`config.mk`:
```
export PLATFORM = sky130hd
export DESIGN_NAME = uart_frame_parser
export DESIGN_NICKNAME = d
export VERILOG_FILES = /design/src/rtl/uart_frame_parser.sv
export SDC_FILE = /design/constraint.sdc
export NUM_CORES = 1
export LEC_CHECK = 0
export ABC_AREA = 1
export CORE_ASPECT_RATIO = 0.75
export CORE_MARGIN = 3
export CORE_UTILIZATION = 61
export CTS_BUF_LIST = sky130_fd_sc_hd__clkbuf_16
export DETAILED_ROUTE_END_ITERATION = 16
export PLACE_DENSITY = 0.8
export SKIP_LAST_GASP = 1
export SLEW_MARGIN = 25
export SYNTH_ARGS = -nofsm -noshare
export SYNTH_HDL_FRONTEND = slang
export SYNTH_SLANG_ARGS = --single-unit
```
`constraint.sdc`:
```
create_clock -name clk -period 2 [get_ports clk]
set_input_delay 0.2 -clock clk [delete_from_list [all_inputs] [get_ports clk]]
set_output_delay 0.2 -clock clk [all_outputs]
set_load 0.005 [all_outputs]
```
`src/rtl/uart_frame_parser.sv`:
```
`default_nettype none
// ============================================================================
// Module   : uart_frame_parser
// Brief    : Decodes AA 55 LEN payload CHK frames from a UART byte stream.
// Revision : 1.0 - initial release
// ============================================================================
module uart_frame_parser #(
  parameter int MAX_LEN = 16,
  parameter int TIMEOUT = 500000
) (
  input  logic       clk,
  input  logic       rst_n,
  input  logic [7:0] rx_data,
  input  logic       rx_int,
  input  logic [3:0] rd_addr,
  input  logic       frame_ack,
  output logic [7:0] rd_data,
  output logic [4:0] frame_len,
  output logic       frame_done,
  output logic       frame_err,
  output logic [1:0] err_code,
  output logic       overrun,
  output logic       busy
);

  localparam int              TW        = (TIMEOUT > 2) ? $clog2(TIMEOUT) : 1;
  localparam logic [TW-1:0]   TMO_LAST  = TW'(TIMEOUT - 1);
  localparam logic [7:0]      MAX_LEN_B = 8'(MAX_LEN);
  localparam logic [4:0]      MAX_LEN_A = 5'(MAX_LEN);

  localparam logic [2:0] S_IDLE    = 3'd0;
  localparam logic [2:0] S_HDR2    = 3'd1;
  localparam logic [2:0] S_LEN     = 3'd2;
  localparam logic [2:0] S_PAYLOAD = 3'd3;
  localparam logic [2:0] S_CHK     = 3'd4;
  localparam logic [2:0] S_LOCKED  = 3'd5;

  logic [2:0]    state_q, state_d;
  logic          rx_int_q;
  logic [4:0]    len_q, len_d;
  logic [7:0]    sum_q, sum_d;
  logic [3:0]    idx_q, idx_d;
  logic [TW-1:0] tmo_q, tmo_d;
  logic [4:0]    frame_len_q, frame_len_d;
  logic          frame_done_q, frame_done_d;
  logic          frame_err_q, frame_err_d;
  logic [1:0]    err_code_q, err_code_d;
  logic          overrun_q, overrun_d;
  logic [7:0]    rd_data_q, rd_data_d;
  logic [7:0]    mem_q [MAX_LEN];

  logic w_byte_stb;
  logic w_counting;
  logic w_tmo_hit;
  logic w_len_bad;
  logic w_last;
  logic w_wr_en;
  logic w_busy;

  assign w_byte_stb = rx_int_q & ~rx_int;
  assign w_counting = (state_q == S_HDR2) || (state_q == S_LEN) ||
                      (state_q == S_PAYLOAD) || (state_q == S_CHK);
  // A byte arriving on the terminal count wins over the timeout.
  assign w_tmo_hit  = w_counting && !w_byte_stb && (tmo_q == TMO_LAST);
  assign w_len_bad  = (rx_data == 8'd0) || (rx_data > MAX_LEN_B);
  assign w_last     = ({1'b0, idx_q} == (len_q - 5'd1));

  always_ff @(posedge clk or negedge rst_n) begin
    if (!rst_n) begin
      state_q      <= S_IDLE;
      rx_int_q     <= 1'b0;
      len_q        <= '0;
      sum_q        <= '0;
      idx_q        <= '0;
      tmo_q        <= '0;
      frame_len_q  <= '0;
      frame_done_q <= 1'b0;
      frame_err_q  <= 1'b0;
      err_code_q   <= '0;
      overrun_q    <= 1'b0;
      rd_data_q    <= '0;
    end else begin
      state_q      <= state_d;
      rx_int_q     <= rx_int;
      len_q        <= len_d;
      sum_q        <= sum_d;
      idx_q        <= idx_d;
      tmo_q        <= tmo_d;
      frame_len_q  <= frame_len_d;
      frame_done_q <= frame_done_d;
      frame_err_q  <= frame_err_d;
      err_code_q   <= err_code_d;
      overrun_q    <= overrun_d;
      rd_data_q    <= rd_data_d;
    end
  end

  always_ff @(posedge clk) begin
    if (w_wr_en) begin
      mem_q[idx_q] <= rx_data;
    end
  end

  always_comb begin
    state_d = state_q;
    case (state_q)
      S_IDLE: begin
        if (w_byte_stb && rx_data == 8'hAA) state_d = S_HDR2;
      end
      S_HDR2: begin
        if (w_byte_stb) begin
          if (rx_data == 8'h55)      state_d = S_LEN;
          else if (rx_data == 8'hAA) state_d = S_HDR2;
          else                       state_d = S_IDLE;
        end
      end
      S_LEN: begin
        if (w_byte_stb) state_d = w_len_bad ? S_IDLE : S_PAYLOAD;
      end
      S_PAYLOAD: begin
        if (w_byte_stb && w_last) state_d = S_CHK;
      end
      S_CHK: begin
        if (w_byte_stb) state_d = (rx_data == sum_q) ? S_LOCKED : S_IDLE;
      end
      S_LOCKED: begin
        if (frame_ack) state_d = S_IDLE;
      end
      default: state_d = S_IDLE;
    endcase
    if (w_tmo_hit) state_d = S_IDLE;
  end

  always_comb begin
    len_d        = len_q;
    sum_d        = sum_q;
    idx_d        = idx_q;
    frame_len_d  = frame_len_q;
    frame_done_d = 1'b0;
    frame_err_d  = 1'b0;
    err_code_d   = err_code_q;
    overrun_d    = 1'b0;
    w_wr_en      = 1'b0;
    w_busy       = (state_q != S_IDLE);
    rd_data_d    = ({1'b0, rd_addr} < MAX_LEN_A) ? mem_q[rd_addr] : 8'h00;

    if (!w_counting || w_byte_stb || w_tmo_hit) tmo_d = '0;
    else                                        tmo_d = tmo_q + 1'b1;

    if (w_byte_stb) begin
      case (state_q)
        S_LEN: begin
          if (w_len_bad) begin
            frame_err_d = 1'b1;
            err_code_d  = 2'd1;
          end else begin
            len_d = rx_data[4:0];
            sum_d = rx_data;
            idx_d = '0;
          end
        end
        S_PAYLOAD: begin
          w_wr_en = 1'b1;
          sum_d   = sum_q + rx_data;
          idx_d   = idx_q + 4'd1;
        end
        S_CHK: begin
          if (rx_data == sum_q) begin
            frame_len_d  = len_q;
            frame_done_d = 1'b1;
          end else begin
            frame_err_d = 1'b1;
            err_code_d  = 2'd2;
          end
        end
        S_LOCKED: overrun_d = 1'b1;
        default: ;
      endcase
    end

    if (w_tmo_hit) begin
      frame_err_d = 1'b1;
      err_code_d  = 2'd3;
    end
  end

  assign rd_data    = rd_data_q;
  assign frame_len  = frame_len_q;
  assign frame_done = frame_done_q;
  assign frame_err  = frame_err_q;
  assign err_code   = err_code_q;
  assign overrun    = overrun_q;
  assign busy       = w_busy;

endmodule
`default_nettype wire

```
==> impl_metrics.ini, run 1 <==
[outcome]
outcome = finished clean

[clock_tree]
insertion_delay_ps = 430
clk_path_buf_depth = 2
root_buffer = clkbuf_16
cts_num_sinks = 186
numCtsBuffers = 17
cts_tree = built
clk_pin_slew_ps = 60
htree_num_levels = 4

[drt]
wirelength_um = 19890
met2_length_um = 9402
routed.top_layer = met4
wl_per_cell_um = 19.26
drt_iter0_drc = 859
dr_wl_met3_um = 1785
vias_per_cell = 5.923
drt_first_pass_iters = 7
wl_met1_um = 8436
vias = 6118
drtAntennaViolNets = 0
drc = 0

[cells_and_area]
synthToLayoutAreaGrowth_pct = 18.51
nFillCells = 814
drive_gt1_share_pct = 17.17
instances_no_fill = 1033
layout_common_cells = edfxtp_1 (128), nand2_1 (99), inv_1 (81)
fin_nets = 879
diodes = 0
final_area_um2 = 10050
mostFrequentLayoutCell = edfxtp_1

[global_routing]
grt_usage_pct = 27.20
grt_overflow = 0
first_global_vias = 5923
antenna_found_initial = 0
grt_max_degree = 59
grt_pass1_wl_um = 31490

[sta]
holdWs_ps = 306.7
hold_violations = 0
finalClockSkew_ps = 8.091
finalSetupTns_ps = 0
tightest_slew_ps = 435.3
rsz0062_at_grt = false
max_freq_mhz = 530.2
setup_violations = 0
drv_slew = 0
period_share_pct = 94.31
period_minus_slack_ps = 1886
setup_slack_ps = 113.8
slew_headroom_pct = 70.80

[die]
design.core.area_um2 = 13290
num_io_pins = 35
die-area_um2 = 15370
die_w_um = 142.2
start_util_pct = 63.85
die_h_um = 108.1
rows = 36

[power_and_ir_drop]
power.density_nw_per_um2 = 840.2
netSwitchingFraction_pct = 23.36
power_switching_mw = 1.974
ir_worst_vdd_v = 0.0006102
p_clk_share_pct = 39.0
combPwrFrac_pct = 11.0
p_leak_nw = 4.057
p_int_mw = 6.475
seqPwrFrac_pct = 50.1

[setup_path]
cp_data_required_time_ps = 2130
start_kind = register
startpoint = state_q[2]$_DFFE_PN0P_
rrSetupSlack_ps = 110
cp.arrival_ps = 2010
r2r_start = state_q[2]$_DFFE_PN0P_
setup.worst_path.end_class = register
reg2reg_to = mem_q[12][4]$_DFFE_PP_
path_class = reg -> reg
setup.worst_path.end = mem_q[12][4]$_DFFE_PP_
rr_worst_depth = 8
critPathMaxFanout = 8

[synthesis]
synthesis.area_um2 = 8484
yosysWarnings = 0
yosysSeqAreaShare_pct = 62.41
synth_top_area_cell = edfxtp_1
syn_nets = 785
synthCells = 755
async_flop_share_pct = 31.18
synthFlopType = edfxtp_1
yosysUniqueCellTypes = 42
yosys-top-cells-area = edfxtp_1 (45%), dfrtp_1 (17%), nand2_1 (4.4%)
synth_seq_cells = 186
synth_edf_count = 128
avgSynthCellArea_um2 = 11.24
yosysTopAreaCellShare_pct = 45.30

[place]
dp_cells = 997
portBuffers = 34
globalplace.congestion = 0.9123
preCtsSetupSlack_ps = -309.3
place_area_um2 = 9420
dpl.hpwl_um = 13490

[worst_hold_path]
hold_class = in -> async

[job]
drv_cap = 0
[routing by layer]
metal,vias up,GRT usage (%)
met3,29,5.880
met4,0,8.562
met5,-,0
met1,2943,38.98
li1,2831,-
met2,315,42.22
[critical path, cell delays in order, from the launching register on]
cell     delay [ps]
dfrtp_1         410
nor2_4          190
inv_2            60
nor2_2          120
inv_2            90
nor2_4          150
nand2_1         210
nor2_1          150
buf_4           220
[cells in the mapped netlist, types with 2 or more instances]
library cell    n
nor2_1         51
nor3b_1         2
nor2_2          7
dfrtp_1        58
nand2_1       100
o21ai_2         6
nor3_2          4
buf_1           2
buf_4           2
inv_2          11
mux2i_1        32
o21ai_0        43
nor3_1         12
clkbuf_1       11
nand3_4         2
nor4_1          2
nand3_2         3
xnor2_1         4
nand2_2         7
edfxtp_1      128
nor2_4          8
a31oi_1         2
buf_2           6
o21ai_1        11
inv_1          75
buf_6           4
a21oi_1        50
o211ai_1       36
xor2_1          6
ha_1           13
nand3_1        39
nand4_1         8
[flip-flops by register name, indices dropped and copies added, names as in the netlist]
| signal | count |
|---|---|
| err_code | 2 |
| frame_done | 1 |
| frame_err | 1 |
| frame_len | 5 |
| idx_q | 4 |
| len_q | 5 |
| mem_q | 128 |
| overrun | 1 |
| rd_data | 8 |
| rx_int_q | 1 |
| state_q | 3 |
| sum_q | 8 |
| tmo_q | 19 |
[per-stage QoR]
stage	power, mW	util [%]
5_1_grt	8.721	75.67
3_5_place_dp	5.154	70.89
4_1_cts	8.433	75.42
6_report	8.448	75.67
3_3_place_gp	5.115	70.89
2_1_floorplan	4.758	-
[timing repair]
item	in CTS	in global routing
resized for setup	3	5
setup endpoints to repair	1	18
hold buffers	1	0
buffers inserted	1	2
pin swaps	1	0
hold endpoints to repair	58	0
[cells by family after synthesis]
kind of cell    Yosys count  share of synthesized area (%)
flops                   186                          62.41
buf+inv                 112                          5.486
compound gates          149                          10.18
fa+ha+maj                14                          2.153
mux                      32                          3.775
xor+xnor                 10                          1.032
simple gates            252                          14.97
[layout make-up]
cell class,instances,area (µm²),area share (%)
Sequential cell,186,5295,52.66
Multi-Input combinational cell,457,2751,27.36
Tap cell,171,214.0,2.128
Timing Repair Buffer,100,892.1,8.873
Clock inverter,15,150.1,1.493
Clock buffer,17,425.4,4.231
Inverter,87,326.6,3.248
[power by group through the flow]
stage	combinational [mW]	sequential (mW)	clock, mW
after floorplan	0.462	4.30	0
after global placement	0.817	4.30	0
after detailed placement	0.851	4.30	0
after CTS	0.881	4.23	3.32
after global routing	1.01	4.23	3.48
final	0.928	4.23	3.29
[how the worst min path moves through the flow]
stage	from	end	slack (ps)
after detailed placement	rst_n	tmo_q[3]$_DFF_PN0_	230
after global routing	rx_int	rx_int_q$_DFF_PN0_	320
after floorplan	rst_n	err_code[0]$_DFFE_PN0P_	-100
after CTS	rx_int	rx_int_q$_DFF_PN0_	300
final	rst_n	tmo_q[3]$_DFF_PN0_	310
after global placement	rst_n	tmo_q[3]$_DFF_PN0_	230
Power figures use the tool's default switching activity.
==> inputs of run 2 (changes only) <==
Settings changed: GPL_ROUTABILITY_DRIVEN set to 0, HOLD_SLACK_MARGIN set to 0.05, MAX_ROUTING_LAYER set to met4.
==> run 2 against run 1 <==
Against the previous run: combinational power fell by 2%; first-iteration DRC count fell by 17%; sequential power barely moved; sequential share of layout area barely moved; final area barely moved; non-clock buffer count did not move; setup slack got worse by 33 ps; global-route usage rose by 0.29 points; critical endpoint is now tmo_q[17]$_DFF_PN0_.
==> impl_metrics.ini, run 2 (same netlist as run 1, synthesis figures left out) <==
[sta]
finalClockSkew_ps = 9.835
period_minus_slack_ps = 1919
max_freq_mhz = 521.1
setup_violations = 0
tightest_slew_ps = 476.6
slew_headroom_pct = 68.23
drv_slew = 0
hold_violations = 0
period_share_pct = 95.95

[setup_path]
path_class = reg -> reg
critPathMaxFanout = 8
cp.arrival_ps = 2220
start_kind = register
setup.worst_path.end_class = register
cp_data_required_time_ps = 2310

[drt]
drt_first_pass_iters = 5
wirelength_um = 19640
vias_per_cell = 5.889
wl_per_cell_um = 19.01
drtAntennaViolNets = 0
drt_iter0_drc = 715
vias = 6083
drc = 0

[cells_and_area]
postLayoutCoreUtil_pct = 75.68
layout_common_cells = edfxtp_1 (128), nand2_1 (100), inv_1 (77)
drive_gt1_share_pct = 17.87
nFillCells = 819
top_regs = mem_q x128, tmo_q x19
fin_nets = 879
max_flop_register = mem_q
synthToLayoutAreaGrowth_pct = 18.52
largest_reg_flops = 128
diodes = 0
mostFrequentLayoutCell = edfxtp_1

[global_routing]
antenna_found_initial = 0
first_global_vias = 5728
grt_usage_pct = 27.49
grt_max_degree = 34
grt_pass1_wl_um = 30960
grt_overflow = 0

[die]
die-area_um2 = 15370
die_w_um = 142.2
rows = 36
num_io_pins = 35
die_h_um = 108.1
start_util_pct = 63.85
design.core.area_um2 = 13290

[clock_tree]
clk_pin_slew_ps = 60
htree_num_levels = 4
clk_path_buf_depth = 2
cts_tree = built
root_buffer = clkbuf_16
numCtsBuffers = 17
insertion_delay_ps = 430
cts_num_sinks = 186

[power_and_ir_drop]
ir_worst_vdd_v = 0.0005847
p_leak_nw = 4.040
power.density_nw_per_um2 = 855.7
fin_total_pwr_mw = 8.605

[place]
portBuffers = 34
dpl.hpwl_um = 13280

[outcome]
outcome = finished clean

[job]
drv_cap = 0

[worst_hold_path]
hold_class = in -> async
==> run 2: cell count changes in the layout (fill, tap and decap cells not counted), moves of 3 or more <==
cell,previous run,this run
clkinv_2,1,4
buf_12,5,2
inv_1,81,77
buf_4,61,64
==> run 2: worst max-delay path, cell delays in order, from the launching register on <==
cell and delay [ps]:
dfrtp_1 390, ha_1 250, nand2_1 90, inv_2 70, nand2_2 70, nor2_2 160
nand3_2 160, o21ai_4 300, inv_2 120, o21ai_1 140, nor2_1 70
==> run 2: path summary, 6_finish.rpt <==
path / startpoint / endpoint / slack [ps] / cells after the start
min: rst_n / tmo_q[15]$_DFF_PN0_ / 270 / 2
max in group asynchronous: rst_n / sum_q[4]$_DFFE_PN0P_ / 1000 / 3
min in group clk: rx_int / rx_int_q$_DFF_PN0_ / 320 / 1
max: tmo_q[0]$_DFF_PN0_ / tmo_q[17]$_DFF_PN0_ / 80 / 10
min reg2reg: tmo_q[0]$_DFF_PN0_ / tmo_q[0]$_DFF_PN0_ / 490 / 1
max reg2reg: tmo_q[0]$_DFF_PN0_ / tmo_q[17]$_DFF_PN0_ / 80 / 10
==> run 2: per-stage QoR <==
stage	instances	hold WS, ps	area [µm²]	setup TNS (ps)	setup WS [ps]
3_3_place_gp	997	167.1	9383	-2473	-239.0
3_5_place_dp	997	186.8	9383	-4571	-274.4
4_1_cts	1030	263.8	10010	0	31.76
2_1_floorplan	755	-95.59	8484	0	164.9
6_report	1033	268.3	10060	0	80.99
5_1_grt	1033	304.4	10060	-85.10	-50.12
==> run 2: per-layer routing <==
metal | track usage, % | wire length, µm | vias up
met3 | 5.349 | 1793 | 32
met1 | 39.05 | 8241 | 2934
met4 | 6.849 | 223 | 0
li1 | - | - | 2841
met5 | - | 0 | -
met2 | 41.58 | 9382 | 276
==> run 2: report_power, final <==
part	internal (mW)	switching, mW
logic	0.348	0.562
clock network	2.07	1.39
registers	4.18	0.0500
total	6.60	2.01
==> run 2: area by class of cell <==
cell class / count / area, µm² / share of cell area (%)
Clock buffer: 17 / 425.4 / 4.230
Sequential cell: 186 / 5295 / 52.66
Tap cell: 171 / 214.0 / 2.128
Inverter: 87 / 326.6 / 3.247
Multi-Input combinational cell: 457 / 2756 / 27.41
Timing Repair Buffer: 100 / 854.6 / 8.498
Clock inverter: 15 / 183.9 / 1.829
==> run 2: repair_timing <==
| item | in CTS | in global routing |
|---|---|---|
| buffers inserted | 0 | 3 |
| resized for setup | 3 | 6 |
| hold endpoints to repair | 19 | 0 |
| hold buffers | 1 | 0 |
| endpoints found under the setup margin | 1 | 20 |
| pin swaps | 0 | 2 |
==> inputs of run 3 (changes only) <==
Settings changed: CAP_MARGIN set to 10.
==> results of run 3 <==
No change in the layout: final DEF, timing and power equal those of run 2.
